[src/rtl/mem_port_arbiter_if.sv]
// ---------------------------------------------------------------------------
// mem_port_arbiter_if
// Purpose : bundles the two client command/response channels and the RAM
//           port A connection of mem_port_arbiter.
// Signals :
//   req0/req1, we0/we1, addr0/addr1, wdata0/wdata1, lock0/lock1
//                      client commands (driven by the clients)
//   gnt0/gnt1          combinational grants (driven by the arbiter)
//   rvalid0/rvalid1    one-cycle read-data strobes (arbiter)
//   rdata0/rdata1      registered read data (arbiter)
//   mem_addr/mem_wdata/mem_we
//                      registered RAM port A command (arbiter)
//   mem_q              registered RAM port A read data (driven by the RAM)
// Modports:
//   slave  - the arbiter view
//   master - the environment view (clients plus RAM)
// ---------------------------------------------------------------------------
interface mem_port_arbiter_if #(
   parameter int unsigned DW = 16,
   parameter int unsigned AW = 10
);
   logic          req0;
   logic          req1;
   logic          we0;
   logic          we1;
   logic [AW-1:0] addr0;
   logic [AW-1:0] addr1;
   logic [DW-1:0] wdata0;
   logic [DW-1:0] wdata1;
   logic          lock0;
   logic          lock1;
   logic          gnt0;
   logic          gnt1;
   logic          rvalid0;
   logic          rvalid1;
   logic [DW-1:0] rdata0;
   logic [DW-1:0] rdata1;
   logic [AW-1:0] mem_addr;
   logic [DW-1:0] mem_wdata;
   logic          mem_we;
   logic [DW-1:0] mem_q;

   modport slave (
      input  req0, req1, we0, we1, addr0, addr1, wdata0, wdata1, lock0, lock1,
      input  mem_q,
      output gnt0, gnt1, rvalid0, rvalid1, rdata0, rdata1,
      output mem_addr, mem_wdata, mem_we
   );

   modport master (
      output req0, req1, we0, we1, addr0, addr1, wdata0, wdata1, lock0, lock1,
      output mem_q,
      input  gnt0, gnt1, rvalid0, rvalid1, rdata0, rdata1,
      input  mem_addr, mem_wdata, mem_we
   );
endinterface

[src/rtl/mem_port_arbiter.sv]
// ---------------------------------------------------------------------------
// mem_port_arbiter
// Purpose : round-robin arbiter sharing port A of a single-clock RAM between
//           two clients. Commands move over a req/gnt handshake, the RAM port
//           is driven from registers, and read data returns to the issuing
//           client three cycles after its grant cycle. A client may lock the
//           port for short atomic sequences; the lock is bounded to MAX_LOCK
//           consecutive grants while the other client is waiting.
// Ports   :
//   clk    - clock, all state on the rising edge
//   rst_n  - asynchronous active-low reset
//   bus    - mem_port_arbiter_if.slave: client commands, grants, read
//            returns and the RAM port A command / read data
// ---------------------------------------------------------------------------
module mem_port_arbiter #(
   parameter int unsigned DW       = 16,
   parameter int unsigned AW       = 10,
   parameter int unsigned MAX_LOCK = 4
) (
   input logic                clk,
   input logic                rst_n,
   mem_port_arbiter_if.slave  bus
);

   localparam int unsigned   CW         = 4;
   localparam logic [CW-1:0] LOCK_LIMIT = CW'(MAX_LOCK);
   localparam logic [CW-1:0] CNT_ONE    = CW'(1);
   localparam logic [CW-1:0] CNT_SAT    = {CW{1'b1}};

   // Arbitration state
   logic          last_q,     last_d;
   logic          own_lock_q, own_lock_d;
   logic [CW-1:0] lock_cnt_q, lock_cnt_d;

   // Command stage (RAM port A registers)
   logic [AW-1:0] mem_addr_q,  mem_addr_d;
   logic [DW-1:0] mem_wdata_q, mem_wdata_d;
   logic          mem_we_q,    mem_we_d;
   logic          s1_rd_q,     s1_rd_d;
   logic          s1_owner_q,  s1_owner_d;

   // Read-return pipeline
   logic          s2_rd_q,     s2_rd_d;
   logic          s2_owner_q,  s2_owner_d;
   logic          rvalid0_q,   rvalid0_d;
   logic          rvalid1_q,   rvalid1_d;
   logic [DW-1:0] rdata0_q,    rdata0_d;
   logic [DW-1:0] rdata1_q,    rdata1_d;

   // Grant decision
   logic          req_last_c;
   logic          req_other_c;
   logic          held_c;
   logic          expired_c;
   logic          xfer_c;
   logic          win_c;
   logic          win_lock_c;

   // State register
   always_ff @(posedge clk or negedge rst_n) begin
      if (!rst_n) begin
         last_q      <= 1'b1;
         own_lock_q  <= 1'b0;
         lock_cnt_q  <= '0;
         mem_addr_q  <= '0;
         mem_wdata_q <= '0;
         mem_we_q    <= 1'b0;
         s1_rd_q     <= 1'b0;
         s1_owner_q  <= 1'b0;
         s2_rd_q     <= 1'b0;
         s2_owner_q  <= 1'b0;
         rvalid0_q   <= 1'b0;
         rvalid1_q   <= 1'b0;
         rdata0_q    <= '0;
         rdata1_q    <= '0;
      end else begin
         last_q      <= last_d;
         own_lock_q  <= own_lock_d;
         lock_cnt_q  <= lock_cnt_d;
         mem_addr_q  <= mem_addr_d;
         mem_wdata_q <= mem_wdata_d;
         mem_we_q    <= mem_we_d;
         s1_rd_q     <= s1_rd_d;
         s1_owner_q  <= s1_owner_d;
         s2_rd_q     <= s2_rd_d;
         s2_owner_q  <= s2_owner_d;
         rvalid0_q   <= rvalid0_d;
         rvalid1_q   <= rvalid1_d;
         rdata0_q    <= rdata0_d;
         rdata1_q    <= rdata1_d;
      end
   end

   // Grant: depends only on requests, lock inputs and registered state
   always_comb begin
      req_last_c  = 1'b0;
      req_other_c = 1'b0;
      held_c      = 1'b0;
      expired_c   = 1'b0;
      xfer_c      = 1'b0;
      win_c       = 1'b0;
      win_lock_c  = 1'b0;
      bus.gnt0    = 1'b0;
      bus.gnt1    = 1'b0;

      req_last_c  = last_q ? bus.req1 : bus.req0;
      req_other_c = last_q ? bus.req0 : bus.req1;
      // Ownership survives only while the locking client keeps requesting
      held_c      = own_lock_q & req_last_c;
      // Compare with >= so a count that grew while uncontended still expires
      expired_c   = (lock_cnt_q >= LOCK_LIMIT);
      xfer_c      = bus.req0 | bus.req1;

      if (held_c) begin
         win_c = (expired_c && req_other_c) ? ~last_q : last_q;
      end else if (bus.req0 && bus.req1) begin
         win_c = ~last_q;
      end else begin
         win_c = bus.req1;
      end

      win_lock_c = win_c ? bus.lock1 : bus.lock0;
      bus.gnt0   = xfer_c & ~win_c;
      bus.gnt1   = xfer_c &  win_c;
   end

   // Next state: arbitration bookkeeping, command stage, read return
   always_comb begin
      last_d      = last_q;
      own_lock_d  = own_lock_q;
      lock_cnt_d  = lock_cnt_q;
      mem_addr_d  = mem_addr_q;
      mem_wdata_d = mem_wdata_q;
      mem_we_d    = 1'b0;
      s1_rd_d     = 1'b0;
      s1_owner_d  = s1_owner_q;
      s2_rd_d     = s1_rd_q;
      s2_owner_d  = s1_owner_q;
      rvalid0_d   = 1'b0;
      rvalid1_d   = 1'b0;
      rdata0_d    = rdata0_q;
      rdata1_d    = rdata1_q;

      if (xfer_c) begin
         last_d     = win_c;
         own_lock_d = win_lock_c;
         // Count consecutive locked grants; a new owner starts at one
         if (!win_lock_c) begin
            lock_cnt_d = '0;
         end else if (held_c && (win_c == last_q)) begin
            lock_cnt_d = (lock_cnt_q == CNT_SAT) ? lock_cnt_q : lock_cnt_q + CNT_ONE;
         end else begin
            lock_cnt_d = CNT_ONE;
         end

         mem_addr_d  = win_c ? bus.addr1  : bus.addr0;
         mem_wdata_d = win_c ? bus.wdata1 : bus.wdata0;
         mem_we_d    = win_c ? bus.we1    : bus.we0;
         s1_rd_d     = ~mem_we_d;
         s1_owner_d  = win_c;
      end else begin
         own_lock_d = 1'b0;
         lock_cnt_d = '0;
      end

      // RAM output is valid while stage 2 is occupied; capture it for the owner
      if (s2_rd_q) begin
         if (s2_owner_q) begin
            rvalid1_d = 1'b1;
            rdata1_d  = bus.mem_q;
         end else begin
            rvalid0_d = 1'b1;
            rdata0_d  = bus.mem_q;
         end
      end
   end

   // Registered outputs
   always_comb begin
      bus.mem_addr  = mem_addr_q;
      bus.mem_wdata = mem_wdata_q;
      bus.mem_we    = mem_we_q;
      bus.rvalid0   = rvalid0_q;
      bus.rvalid1   = rvalid1_q;
      bus.rdata0    = rdata0_q;
      bus.rdata1    = rdata1_q;
   end

endmodule

[src/flat_wrapper.sv]
// flat-port wrapper written by rule: the top's interface ports become plain ports
module mem_port_arbiter_flat 
#(
   parameter int unsigned DW       = 16,
   parameter int unsigned AW       = 10,
   parameter int unsigned MAX_LOCK = 4
)
  (clk, rst_n, bus_req0, bus_req1, bus_we0, bus_we1, bus_addr0, bus_addr1, bus_wdata0, bus_wdata1, bus_lock0, bus_lock1, bus_mem_q, bus_gnt0, bus_gnt1, bus_rvalid0, bus_rvalid1, bus_rdata0, bus_rdata1, bus_mem_addr, bus_mem_wdata, bus_mem_we);
  mem_port_arbiter_if #(.DW(DW), .AW(AW)) bus_i ();
  input logic clk;
  input logic rst_n;
  input wire logic [$bits(bus_i.req0)-1:0] bus_req0;
  input wire logic [$bits(bus_i.req1)-1:0] bus_req1;
  input wire logic [$bits(bus_i.we0)-1:0] bus_we0;
  input wire logic [$bits(bus_i.we1)-1:0] bus_we1;
  input wire logic [$bits(bus_i.addr0)-1:0] bus_addr0;
  input wire logic [$bits(bus_i.addr1)-1:0] bus_addr1;
  input wire logic [$bits(bus_i.wdata0)-1:0] bus_wdata0;
  input wire logic [$bits(bus_i.wdata1)-1:0] bus_wdata1;
  input wire logic [$bits(bus_i.lock0)-1:0] bus_lock0;
  input wire logic [$bits(bus_i.lock1)-1:0] bus_lock1;
  input wire logic [$bits(bus_i.mem_q)-1:0] bus_mem_q;
  output wire logic [$bits(bus_i.gnt0)-1:0] bus_gnt0;
  output wire logic [$bits(bus_i.gnt1)-1:0] bus_gnt1;
  output wire logic [$bits(bus_i.rvalid0)-1:0] bus_rvalid0;
  output wire logic [$bits(bus_i.rvalid1)-1:0] bus_rvalid1;
  output wire logic [$bits(bus_i.rdata0)-1:0] bus_rdata0;
  output wire logic [$bits(bus_i.rdata1)-1:0] bus_rdata1;
  output wire logic [$bits(bus_i.mem_addr)-1:0] bus_mem_addr;
  output wire logic [$bits(bus_i.mem_wdata)-1:0] bus_mem_wdata;
  output wire logic [$bits(bus_i.mem_we)-1:0] bus_mem_we;
  assign bus_i.req0 = bus_req0;
  assign bus_i.req1 = bus_req1;
  assign bus_i.we0 = bus_we0;
  assign bus_i.we1 = bus_we1;
  assign bus_i.addr0 = bus_addr0;
  assign bus_i.addr1 = bus_addr1;
  assign bus_i.wdata0 = bus_wdata0;
  assign bus_i.wdata1 = bus_wdata1;
  assign bus_i.lock0 = bus_lock0;
  assign bus_i.lock1 = bus_lock1;
  assign bus_i.mem_q = bus_mem_q;
  assign bus_gnt0 = bus_i.gnt0;
  assign bus_gnt1 = bus_i.gnt1;
  assign bus_rvalid0 = bus_i.rvalid0;
  assign bus_rvalid1 = bus_i.rvalid1;
  assign bus_rdata0 = bus_i.rdata0;
  assign bus_rdata1 = bus_i.rdata1;
  assign bus_mem_addr = bus_i.mem_addr;
  assign bus_mem_wdata = bus_i.mem_wdata;
  assign bus_mem_we = bus_i.mem_we;
  mem_port_arbiter #(.DW(DW), .AW(AW), .MAX_LOCK(MAX_LOCK)) u_core (.clk(clk), .rst_n(rst_n), .bus(bus_i));
endmodule
[config.mk]
export PLATFORM = sky130hd
export DESIGN_NAME = mem_port_arbiter_flat
export DESIGN_NICKNAME = d
export VERILOG_FILES = /design/src/rtl/mem_port_arbiter_if.sv /design/src/rtl/mem_port_arbiter.sv /design/src/flat_wrapper.sv
export SDC_FILE = /design/constraint.sdc
export NUM_CORES = 1
export LEC_CHECK = 0
export ABC_AREA = 1
export CAP_MARGIN = 20
export CORE_UTILIZATION = 41
export CTS_CLUSTER_DIAMETER = 60
export DETAILED_ROUTE_END_ITERATION = 8
export DONT_BUFFER_PORTS = 1
export PLACE_DENSITY = 0.58
export SETUP_SLACK_MARGIN = 0.4
export SLEW_MARGIN = 10
export SYNTH_ARGS = -nofsm -noshare
export SYNTH_HDL_FRONTEND = slang
export SYNTH_SLANG_ARGS = --single-unit
export TNS_END_PERCENT = 1
[constraint.sdc]
create_clock -name clk -period 2.71 [get_ports clk]
set_clock_uncertainty 0.15 [all_clocks]
set_input_delay 0.542 -clock clk [delete_from_list [all_inputs] [get_ports clk]]
set_output_delay 0.542 -clock clk [all_outputs]
set_load 0.02 [all_outputs]
---- Word-level counts from Yosys, hierarchy flattened ----
Cells that the tools add are included.
operators by class
  reduce and logical (&&, ||, !) cells .... 5
  multiplexer cells ....................... 20
  $lt $le $gt $ge ......................... 1
  equal/unequal tests ..................... 3
  bitwise logic cells ..................... 8
  add/sub/neg operators ................... 1
operators by type and width
  kind                                                 count
  2-to-1 mux 16 bit                                    1
  2-to-1 mux 4 bit                                     4
  2-to-1 mux 1 bit                                     14
  2-to-1 mux 10 bit                                    1
  adder 4 x 1 -> 4 bit, second input constant          1
  == test 4 bit, second input constant                 1
  >= comparator 4 x 3 -> 1 bit, second input constant  1
  inequality test 4 bit, second input constant         1
  NOT 1 bit                                            4
  AND reduction 2 bit                                  2
  bitwise AND 1 bit                                    3
  logical AND 1 bit                                    3
  == test 1 bit                                        1
  OR 1 bit                                             1
word-level totals
  register bits after elaboration ......... 71
  input bits .............................. 76
  output and inout bits ................... 63

---- Longest topological paths before layout ----
Gate-level depths: netlist of run 1.
  depth after elaboration ................. 9
  gate-level depth with buffers ........... 11
  gate-level depth less buffers ........... 10

---- Worst setup path after synthesis of run 1 ----
No wires, ideal clock.
  path kind ............................... flip-flop to output port
  start ................................... register u_core.last_q
  end ..................................... output bus_gnt0
  path buffers ............................ 1
  cell stages (with the launch flop) ...... 8
  data required time ...................... 2.018 ns
  arrival ................................. 1.476 ns
  path slack .............................. 0.542 ns
  cells stage by stage .................... dfstp_2 -> inv_2 -> nor2_1 -> o21ai_1 -> nand2_2 -> inv_2 -> buf_2 -> nor2_1
on the way
  cells in the longest elaborated chain, start to end .. 6
  elaborated cells between the ends (all ways) .. 10
ends and longest elaborated chain
  item                    line                     source
  from (decl)             mem_port_arbiter.sv:31   logic last_q, last_d;
  from (signal assigned)  mem_port_arbiter.sv:77   last_q <= last_d;
  2-to-1 mux 1 bit        mem_port_arbiter.sv:107  req_other_c = last_q ? bus.req0 : bus.req1;
  logical AND 1 bit       mem_port_arbiter.sv:115  win_c = (expired_c && req_other_c) ? ~last_q : last_q;
  2-to-1 mux 1 bit        mem_port_arbiter.sv:115
  2-to-1 mux 1 bit *      mem_port_arbiter.sv:114  if (held_c) begin
  NOT 1 bit *             mem_port_arbiter.sv:123  bus.gnt0 = xfer_c & ~win_c;
  bitwise AND 1 bit *     mem_port_arbiter.sv:123
  to (decl)               flat_wrapper.sv:23       output wire logic [$bits(bus_i.gnt0)-1:0] bus_gnt0;
Every way passes the cells marked *; elsewhere a longest branch is shown, timed or not.

---- Worst setup path after layout of run 1 ----
Ends and elaborated chain as after synthesis.

==> results of run 1 <==
==> cells by family (layout without fill, tap and decap cells) <==
| kind of cell | Yosys count | in the layout |
|---|---|---|
| AOI/OAI and AO/OA | 38 | 38 |
| xor gates and xnor gates | 1 | 1 |
| adders and majority gates | 1 | 1 |
| buffers and inverters | 49 | 64 |
| DFF | 71 | 71 |
| muxes | 1 | 1 |
| and+or+nand+nor | 174 | 174 |
==> worst max-delay path, stage by stage (launching register included) <==
cell	delay (ns)
sky130_fd_sc_hd__dfstp_2	0.59
sky130_fd_sc_hd__buf_6	0.12
sky130_fd_sc_hd__buf_4	0.10
sky130_fd_sc_hd__nand2_2	0.05
sky130_fd_sc_hd__nand3_2	0.10
sky130_fd_sc_hd__nand2_4	0.08
sky130_fd_sc_hd__inv_8	0.10
sky130_fd_sc_hd__nor2_4	0.04
sky130_fd_sc_hd__buf_6	0.13
==> where the power goes <==
| part | switching (W) | leakage (nW) | internal (W) |
|---|---|---|---|
| clock | 0.000390 | 0.0981 | 0.000445 |
| combinational | 0.000515 | 0.698 | 0.000337 |
| sequential | 0.000781 | 0.864 | 0.00148 |
==> cell usage after synthesis <==
library cell               instances  area [sq um]
sky130_fd_sc_hd__nor3_1            1          5.00
sky130_fd_sc_hd__xor2_1            1          8.76
sky130_fd_sc_hd__nand3_2           1          10.0
sky130_fd_sc_hd__nor2_2            1          6.26
sky130_fd_sc_hd__buf_2             4          20.0
sky130_fd_sc_hd__inv_2             3          11.3
sky130_fd_sc_hd__clkbuf_1         11          41.3
sky130_fd_sc_hd__ha_1              1          12.5
sky130_fd_sc_hd__dfstp_2           1          26.3
sky130_fd_sc_hd__a21oi_1           1          5.00
sky130_fd_sc_hd__o211ai_1          1          7.51
sky130_fd_sc_hd__inv_1            29           109
sky130_fd_sc_hd__o21ai_0          34           170
sky130_fd_sc_hd__buf_6             2          22.5
sky130_fd_sc_hd__mux2_2            1          11.3
sky130_fd_sc_hd__dfrtp_1          70          1750
sky130_fd_sc_hd__nand3_1          57           285
sky130_fd_sc_hd__nor2_1           11          41.3
sky130_fd_sc_hd__o21ai_1           2          10.0
sky130_fd_sc_hd__nand2_2           1          6.26
sky130_fd_sc_hd__nand2_1         102           383
==> per-layer routing <==
layer / vias up / part of all wire (%) / global-route usage (%)
met3: 13 / 11 / 7.33
met1: 1048 / 40 / 19.7
met4: 0 / 2.2 / 10.6
met5: - / 0 / 0
met2: 122 / 47 / 29.4
li1: 1085 / - / -
==> worst paths after layout <==
path / startpoint / end / slack, ns / cells past startpoint
min: rst_n / u_core.bus.mem_wdata[8]$_DFFE_PN0N_ / -0.26 / 0
max: u_core.last_q$_DFFE_PN1N_ / bus_gnt0 / 0.37 / 8
max in group asynchronous: rst_n / u_core.last_q$_DFFE_PN1N_ / 2.46 / 0
min reg2reg: u_core.s1_rd_q$_DFF_PN0_ / u_core.s2_rd_q$_DFF_PN0_ / 0.21 / 0
min in group clk: bus_addr1[3] / u_core.bus.mem_addr[3]$_DFFE_PN0N_ / 0.18 / 2
max reg2reg: u_core.last_q$_DFFE_PN1N_ / u_core.lock_cnt_q[2]$_DFFE_PN0P_ / 0.65 / 9
==> cells in the final DEF, fill, tap and decap left out, drive strengths merged <==
master    instances
ha                1
buf              15
clkinv            3
clkinvlp          2
o21ai            36
nor3              1
nand3            58
mux2              1
xor2              1
bufinv            1
nand2           103
clkbuf           10
inv              33
o211ai            1
dfstp             1
nor2             12
a21oi             1
dfrtp            70
==> flip-flops by register name, summed over array words and instances, names as in the netlist <==
name,flops
u_core.bus.mem_addr,10
u_core.bus.mem_wdata,16
u_core.bus.mem_we,1
u_core.bus.rdata0,16
u_core.bus.rdata1,16
u_core.bus.rvalid0,1
u_core.bus.rvalid1,1
u_core.last_q,1
u_core.lock_cnt_q,4
u_core.own_lock_q,1
u_core.s1_owner_q,1
u_core.s1_rd_q,1
u_core.s2_owner_q,1
u_core.s2_rd_q,1
==> final cells by class <==
| type | instances | area (sq um) | area share, % |
|---|---|---|---|
| Clock buffer | 10 | 138 | 4.11 |
| Clock inverter | 6 | 60.1 | 1.79 |
| Inverter | 32 | 128 | 3.81 |
| Multi-Input combinational cell | 215 | 1000 | 29.9 |
| Sequential cell | 71 | 1780 | 53.1 |
| Tap cell | 96 | 120 | 3.59 |
| Timing Repair Buffer | 15 | 120 | 3.59 |
| Timing Repair inverter | 1 | 3.75 | 0.112 |
==> timing repair <==
item / in CTS / in global routing
endpoints found under the setup margin: 1 / 1
pin swaps: 5 / 5
resized for setup: 9 / 8
setup buffers: 7 / 3
cloned: 1 / 0
hold endpoints to repair: 71 / 71
==> metrics by stage <==
stage / setup WS, ns / total power [W] / util, %
2_1_floorplan: 0.542 / 0.00281 / -
3_3_place_gp: 0.637 / 0.00299 / 44.0
3_5_place_dp: 0.602 / 0.00301 / 44.0
4_1_cts: 0.382 / 0.00395 / 48.1
5_1_grt: 0.307 / 0.00423 / 48.8
6_report: 0.375 / 0.00395 / 48.8
==> metrics, run 1 <==
number of max-slew violations in the final report=0; clock latency at the later pin of the worst-skew pair=roughly 0.34 ns; initial standard-cell utilization of the core=between 40 and 50%; Final ANT Viol Nets=0; via count=2,268; Seq cells post-synth=71; I/O pin count=around 140; syn_area_per_cell=between 8 and 9 sq um; critical path type=register to output pin; number of cells produced by synthesis=about 340; minimum clock period after layout=~2.3 ns; post-detailed-route via-to-cell ratio=just over 5; clock sink count=71; total power divided by cell area=~1200 nW/um^2; clock slew at reported path FFs=0.07 ns; core outline area=6870 sq um; dominant combinational cell family by area after synthesis=simple AND/OR/NAND/NOR gates; crit path capture type=output pin; DR pass1 iterations=4; net count of the finished layout=between 400 and 500; mux contribution to synthesized area=0.382%; area of all placed cells without fillers=3350 sq um; final cell count without fillers=~450; number of diodes=0; number of global-route vias before repair=about 2,200; overall die width=between 80 and 90 microns; H-tree depth=3; violation count after the first detailed-routing iteration=around 110; accumulated negative setup slack=0 ns; Synth Warn #=0; synth unique cells=21; largest fanout on the critical path=6; outcome=complete, but fails checks; post-synthesis adder-cell area fraction=0.425%; largest net degree at the start of global routing=72; total wirelength of the detailed-routed design=~6500 microns; worst-case vdd ir drop=~450 uV; final hold vios=around 70; Die ar.=~7500 sq um; MaxCap Viol Count=0; final critical-path share of the clock period=86.2%; # placed instances=around 420; maximum clock frequency=roughly 430 MHz; critical path launch point type=register; DRC errors left=0; wire length of the first global-routing pass=10,100 microns; violations in the final reports=hold timing; number of CTS-inserted buffers=9; xor/xnor cell area share of the yosys netlist=0.297%; gp weighted congestion=approximately 0.75; Routed wire per std cell=between 10 and 15 microns; overflow left after global routing=0; area overhead of the layout relative to synthesis=13.8%; actual transition at the worst max-transition pin=slightly below 0.9 ns; setup repair after global routing missed its margin=yes; Filler Cell Count=roughly 660; post-synth design cell area=2940 sq um; register area share after synthesis=60.4%; Compound-Gate Fraction of Synth Area=6.54%; global-route usage over all layers=between 10% and 20%; worst path arrival time=1.64 ns; antenna violations before repair=0; final setup vio count=0; Longest Clk Path Bufs=2; Pleak=around 1.7 nW; type of the worst min-delay path=input pin to async pin; worst relative slew slack=41.7%; fraction of layout cells with a size suffix above 1=14.0%; CTS tree=built; Port Buffer Count=0; standard-cell rows=30; detailed placement HPWL=between 4000 and 5000 microns; CTS Root Buffer Type=sky130_fd_sc_hd__clkbuf_8; Placed Instance Area=a little over 3000 sq um; worst hold slack=-0.257 ns; CP required=between 2 and 2.5 ns; net count of the mapped netlist=a little over 400; floorplan die height=between 80 and 90 microns; synthesized-area fraction occupied by and/or/nand/nor cells=about a quarter
Note: power is estimated with default switching activity, not from simulation.
==> run 2, diff against run 1 <==
clock period = 2.6 ns   (was 2.71 ns; I/O delays follow)
==> run 2 against run 1 <==
  * The run still ends with hold timing left
  * Sequential power up 4%
  * Critical path depth unchanged
  * Die area stayed put
  * Count of clock-buffer cells in the layout is 1 lower
  * Via count about the same
  * Cell area up 0.60%
  * Flip-flop and latch count unchanged
  * Sequential share of layout area down 0.32 points
  * Hold slack worse by 0.018 ns
  * Register-to-register slack worse by 0.12 ns
  * Wire length down 0.51%
  * Clock power is 38% higher
==> metrics, run 2 (synthesis results as in run 1) <==
CP required=1.93 ns (-0.09 ns); type of the worst min-delay path=input pin to async pin; Routed wire per std cell=14.7 microns (+0.62%); largest fanout on the critical path=6 (unchanged); crit path capture type=output pin; overall die width=86.7 microns (unchanged); most common library cell in the layout ignoring fill and taps=sky130_fd_sc_hd__nand2_1; Die ar.=7520 sq um (unchanged); Placed Instance Area=3030 sq um (+0.25%); area overhead of the layout relative to synthesis=14.4%; wire length of the first global-routing pass=10,000 microns (-0.14%); final critical-path share of the clock period=between 80% and 90%; global-route usage over all layers=17.8% (-0.16 points); number of max-slew violations in the final report=0 (unchanged); outcome=complete, but fails checks; initial standard-cell utilization of the core=42.9% (unchanged); routed length on met1=2740 microns (+5.0%); post-place setup slack=0.491 ns (-0.112 ns); maximum clock frequency=443 MHz; detailed route wirelength on metal2=2980 microns (-2.2%); actual transition at the worst max-transition pin=0.789 ns (-0.0832 ns); Util after Layout=49.1% (+0.29 points); most used cells in the layout excluding fill and tap cells=sky130_fd_sc_hd__nand2_1 (102), sky130_fd_sc_hd__dfrtp_1 (70), sky130_fd_sc_hd__nand3_1 (57); total area of sequential cells=1780 sq um (unchanged); violations in the final reports=hold timing; area of all placed cells without fillers=3370 sq um (+0.60%); gp weighted congestion=0.724 (-3.5%); critical path launch point type=register; setup repair after global routing missed its margin=yes; CTS tree=built; final setup vio count=0 (unchanged); Filler Cell Count=671 (+2.0%); H-tree depth=3 (unchanged); violation count after the first detailed-routing iteration=78 (-32%); worst-case vdd ir drop=395 uV (-12%); fraction of layout cells with a size suffix above 1=11.6% (-2.4 points); standard-cell rows=30 (unchanged); uppermost layer routed=met4; number of global-route vias before repair=2,122 (-2.6%); detailed placement HPWL=4280 microns (+1.7%); antenna violations before repair=0 (unchanged); MaxCap Viol Count=0 (unchanged); final worst setup slack=0.345 ns (-0.0301 ns); core outline area=6870 sq um (unchanged); critical path type=register to output pin; net count of the finished layout=417 (-1.2%); worst relative slew slack=47.4% (+5.6 points); post-detailed-route via-to-cell ratio=5.14 (+1.0%); number of CTS-inserted buffers=9 (unchanged); largest net degree at the start of global routing=72 (unchanged); Final ANT Viol Nets=0 (unchanged); DR pass1 iterations=5 (+1); DRC errors left=0 (unchanged); Pleak=1.67 nW (+0.32%); final hold vios=71 (unchanged); routed length on met3=593 microns (-16%); accumulated negative setup slack=0 ns (unchanged); Port Buffer Count=0 (unchanged); total power divided by cell area=1290 nW/um^2 (+9.4%); worst path arrival time=1.59 ns (-0.05 ns); minimum clock period after layout=between 2 and 2.5 ns; multi-input combinational cell area=992 sq um (-1.0%); Longest Clk Path Bufs=2 (unchanged); total wirelength of the detailed-routed design=6480 microns (-0.51%); worst hold slack=-0.275 ns (-0.0181 ns); reg2reg path depth=10 (+1); via count=2,266 (-0.088%); number of diodes=0 (unchanged); I/O pin count=139 (unchanged); overflow left after global routing=0 (unchanged); clock sink count=71 (unchanged); CTS Root Buffer Type=sky130_fd_sc_hd__clkbuf_8; floorplan die height=86.7 microns (unchanged); clock latency at the later pin of the worst-skew pair=0.33 ns (about the same); clock slew at reported path FFs=0.08 ns (about the same)
[run 2: cell count changes in the layout (fill, tap and decap cells not counted)]
cell | before | now
sky130_fd_sc_hd__buf_4 | 13 | 9
sky130_fd_sc_hd__buf_6 | 2 | 1
sky130_fd_sc_hd__bufinv_16 | 1 | 4
sky130_fd_sc_hd__clkbuf_8 | 10 | 9
sky130_fd_sc_hd__clkinv_2 | 3 | 0
sky130_fd_sc_hd__clkinv_4 | 0 | 2
sky130_fd_sc_hd__clkinvlp_4 | 2 | 1
sky130_fd_sc_hd__inv_1 | 28 | 29
sky130_fd_sc_hd__inv_2 | 4 | 3
sky130_fd_sc_hd__nand2_1 | 100 | 102
sky130_fd_sc_hd__nand2_2 | 2 | 0
sky130_fd_sc_hd__nand3_1 | 56 | 57
sky130_fd_sc_hd__nand3_2 | 2 | 1
[run 2: area by class of cell]
type                    count  area share (%)
flip-flops and latches     71            52.8
multi-input cells         215            29.4
well taps                  96            3.56
repair buffers             10            2.34
clock buffers               9            3.68
clock inverters             7            4.31
repair inverters            1           0.111
inverters                  32            3.79
[run 2: worst max-delay path, cell delays in order (launching register included)]
cell	delay, ns
sky130_fd_sc_hd__dfstp_2	0.57
sky130_fd_sc_hd__inv_2	0.07
sky130_fd_sc_hd__nor2_4	0.13
sky130_fd_sc_hd__nor2_2	0.06
sky130_fd_sc_hd__nand3_2	0.09
sky130_fd_sc_hd__nand2_4	0.08
sky130_fd_sc_hd__inv_8	0.10
sky130_fd_sc_hd__nor2_4	0.04
sky130_fd_sc_hd__buf_6	0.13
[run 2: timing repair]
action,CTS,global route
resized for setup,10,1
pin swaps,4,4
setup buffers,3,1
endpoints found under the hold margin,71,71
gates cloned,1,0
setup endpoints to repair,2,1
[run 2: path summary, 6_finish.rpt]
check	endpoint	slack, ns	start
worst min-delay path	u_core.bus.rdata1[0]$_DFFE_PN0P_	-0.28	rst_n
max in group asynchronous	u_core.last_q$_DFFE_PN1N_	2.38	rst_n
min in group clk	u_core.bus.mem_addr[7]$_DFFE_PN0N_	0.17	bus_addr1[7]
worst max register to register	u_core.lock_cnt_q[2]$_DFFE_PN0P_	0.53	u_core.last_q$_DFFE_PN1N_
worst max-delay path	bus_gnt0	0.34	u_core.last_q$_DFFE_PN1N_
worst min register to register	u_core.s2_rd_q$_DFF_PN0_	0.22	u_core.s1_rd_q$_DFF_PN0_
[run 2: layer usage]
layer / vias up / global-route usage [%]
met5: - / 0
met4: 0 / 10.2
met3: 11 / 6.57
met2: 117 / 28.4
met1: 1062 / 20.7
li1: 1076 / -
[run 2: through the flow]
step                      total power (W)  instances
final                             0.00435        441
after global routing              0.00464        441
after CTS                         0.00439        440
after detailed placement          0.00315        420
after global placement            0.00312        420
after floorplan                   0.00293        335
[run 2: power breakdown]
part	switching (W)	total (W)	internal, W	leakage, nW
combinational	0.000525	0.000842	0.000316	0.672
sequential	0.000808	0.00235	0.00155	0.864
clock	0.000414	0.00115	0.000737	0.130
total	0.00175	0.00435	0.00260	1.67
==> run 3, diff against run 2 <==
CORE_MARGIN = 2   (was not set)
==> run 3 against run 2 <==
  * The run still ends with hold timing left
  * Non-clock buffer count fell by 2
  * Global-route usage fell by 0.54 points
  * Utilization fell by 1.4 points
  * First-iteration DRC count rose by 19%
  * Highest routed layer unchanged
  * Clock power fell by 33%
  * Cell count fell by 0.45%
==> metrics, run 3 (synthesis results as in run 1) <==
largest net degree at the start of global routing=72 (unchanged); violations in the final reports=hold timing; worst path arrival time=1.62 ns (+0.03 ns); final worst setup slack=0.312 ns (-0.0332 ns); overflow left after global routing=0 (unchanged); largest fanout on the critical path=5 (-1); Slowest cell on crit path=sky130_fd_sc_hd__dfstp_2; worst-case vdd ir drop=407 uV (+3.1%); Util after Layout=47.6% (-1.4 points); worst relative slew slack=46.1% (-1.3 points); DRC errors left=0 (unchanged); CTS Root Buffer Type=sky130_fd_sc_hd__clkbuf_8; I/O pin count=139 (unchanged); total wirelength of the detailed-routed design=6740 microns (+4.0%); area overhead of the layout relative to synthesis=11.1%; worst hold slack=-0.278 ns (-0.00257 ns); CTS tree=built; outcome=complete, but fails checks; global-route usage over all layers=17.3% (-0.54 points); initial standard-cell utilization of the core=42.9% (unchanged); maximum clock frequency=437 MHz (-1.5%); clock slew at reported path FFs=0.08 ns (about the same); Largest delay share family, worst path=flip-flops; accumulated negative setup slack=0 ns (unchanged); final hold vios=71 (unchanged); setup repair after global routing missed its margin=yes; clock latency at the later pin of the worst-skew pair=0.33 ns (about the same); most common library cell in the layout ignoring fill and taps=sky130_fd_sc_hd__nand2_1; actual transition at the worst max-transition pin=0.808 ns (+0.0198 ns); net count of the finished layout=415 (-0.48%); H-tree depth=3 (unchanged); number of CTS-inserted buffers=9 (unchanged); detailed placement HPWL=4530 microns (+5.9%); number of buffer and inverter instances along the worst setup path=3 (unchanged); critical path type=register to output pin; Die ar.=7870 sq um (+4.7%); most used cells in the layout excluding fill and tap cells=sky130_fd_sc_hd__nand2_1 (101), sky130_fd_sc_hd__dfrtp_1 (70), sky130_fd_sc_hd__nand3_1 (57); Routed wire per std cell=15.3 microns (+4.4%); total power divided by cell area=1220 nW/um^2 (-5.5%); CP cell instances=buf_4, nand2_1, nand2_2, o21ai_2, nand2_4, inv_8, nor2_4, buf_6; critical path launch point type=register; fraction of layout cells with a size suffix above 1=11.4% (-0.22 points); Critical Path Max Stage Delay=0.59 ns (+0.02 ns); Filler Cell Count=695 (+3.6%); antenna violations before repair=0 (unchanged); number of global-route vias before repair=2,100 (-1.0%); via count=2,201 (-2.9%); Pleak=1.62 nW (-3.0%); clock sink count=71 (unchanged); MaxCap Viol Count=0 (unchanged); CP required=1.93 ns (about the same); type of the worst min-delay path=input pin to async pin; post-detailed-route via-to-cell ratio=5.01 (-2.4%); number of max-slew violations in the final report=0 (unchanged); crit path capture type=output pin; final critical-path share of the clock period=88.0% (+1.3 points); number of diodes=0 (unchanged); Design Power=0.00399 W (-8.2%); DR pass1 iterations=4 (-1); wire length of the first global-routing pass=10,100 microns (+1.1%); gp weighted congestion=0.712 (-1.7%); overall die width=88.7 microns (+2.3%); Final ANT Viol Nets=0 (unchanged); post-place setup slack=0.464 ns (-0.0272 ns); Port Buffer Count=0 (unchanged); standard-cell rows=30 (unchanged); final setup vio count=0 (unchanged); minimum clock period after layout=2.29 ns (+0.0332 ns); core outline area=6870 sq um (unchanged); floorplan die height=88.7 microns (+2.3%); Longest Clk Path Bufs=2 (unchanged); violation count after the first detailed-routing iteration=93 (+19%)
## run 3: cell types whose count changed in the layout (fill, tap and decap cells not counted), sizes merged
cell | before | now
clkinv | 2 | 5
inv | 33 | 34
bufinv | 4 | 0
buf | 10 | 8
## run 3: worst register-to-register path: stages (launching register included)
cell                      delay, ns
sky130_fd_sc_hd__dfstp_2       0.59
sky130_fd_sc_hd__buf_4         0.13
sky130_fd_sc_hd__nand2_1       0.05
sky130_fd_sc_hd__nand2_2       0.07
sky130_fd_sc_hd__o21ai_2       0.08
sky130_fd_sc_hd__nand2_4       0.11
sky130_fd_sc_hd__buf_4         0.14
sky130_fd_sc_hd__buf_4         0.31
sky130_fd_sc_hd__nand2_1       0.15
sky130_fd_sc_hd__nand3_1       0.13
sky130_fd_sc_hd__nor2_1        0.05
## run 3: worst paths after layout
kind	from	end	slack [ns]	cells after the start
worst min register to register	u_core.s1_rd_q$_DFF_PN0_	u_core.s2_rd_q$_DFF_PN0_	0.22	0
min in group clk	bus_wdata1[3]	u_core.bus.mem_wdata[3]$_DFFE_PN0N_	0.16	2
worst min-delay path	rst_n	u_core.bus.rdata1[14]$_DFFE_PN0P_	-0.28	0
max in group asynchronous	rst_n	u_core.last_q$_DFFE_PN1N_	2.40	0
worst max-delay path	u_core.last_q$_DFFE_PN1N_	bus_gnt0	0.31	8
worst max register to register	u_core.last_q$_DFFE_PN1N_	u_core.lock_cnt_q[2]$_DFFE_PN0P_	0.52	10
## run 3: area by class of cell
| class | count | area (sq um) | area share [%] |
|---|---|---|---|
| Sequential cell | 71 | 1780 | 54.4 |
| Multi-Input combinational cell | 215 | 1000 | 30.6 |
| Clock buffer | 9 | 124 | 3.79 |
| Timing Repair inverter | 1 | 6.26 | 0.191 |
| Inverter | 32 | 128 | 3.90 |
| Clock inverter | 7 | 48.8 | 1.49 |
| Timing Repair Buffer | 8 | 63.8 | 1.95 |
| Tap cell | 96 | 120 | 3.67 |
## run 3: repair_timing
item / CTS / global route
gates resized for setup: 12 / 1
hold endpoints to repair: 71 / 71
pin swaps: 5 / 1
setup endpoints to repair: 2 / 4
gates cloned: 1 / 0
setup buffers: 3 / 0
## run 3: stage by stage
stage / cells / instance area, sq um
floorplan: 335 / 2940
global route: 439 / 3270
global placement: 419 / 3020
finish: 439 / 3270
detailed placement: 419 / 3020
CTS: 439 / 3270
## run 3: power breakdown
group	leakage [nW]	internal [W]	switching (W)
clock	0.0894	0.000347	0.000427
sequential	0.864	0.00155	0.000827
combinational	0.663	0.000313	0.000530
## run 3: metal layers
layer	global-route usage, %	part of all wire, %	vias up
li1	-	-	1068
met1	20.6	40	999
met5	0	0	-
met3	7.28	11	13
met2	27.2	47	121
met4	7.71	1.9	0
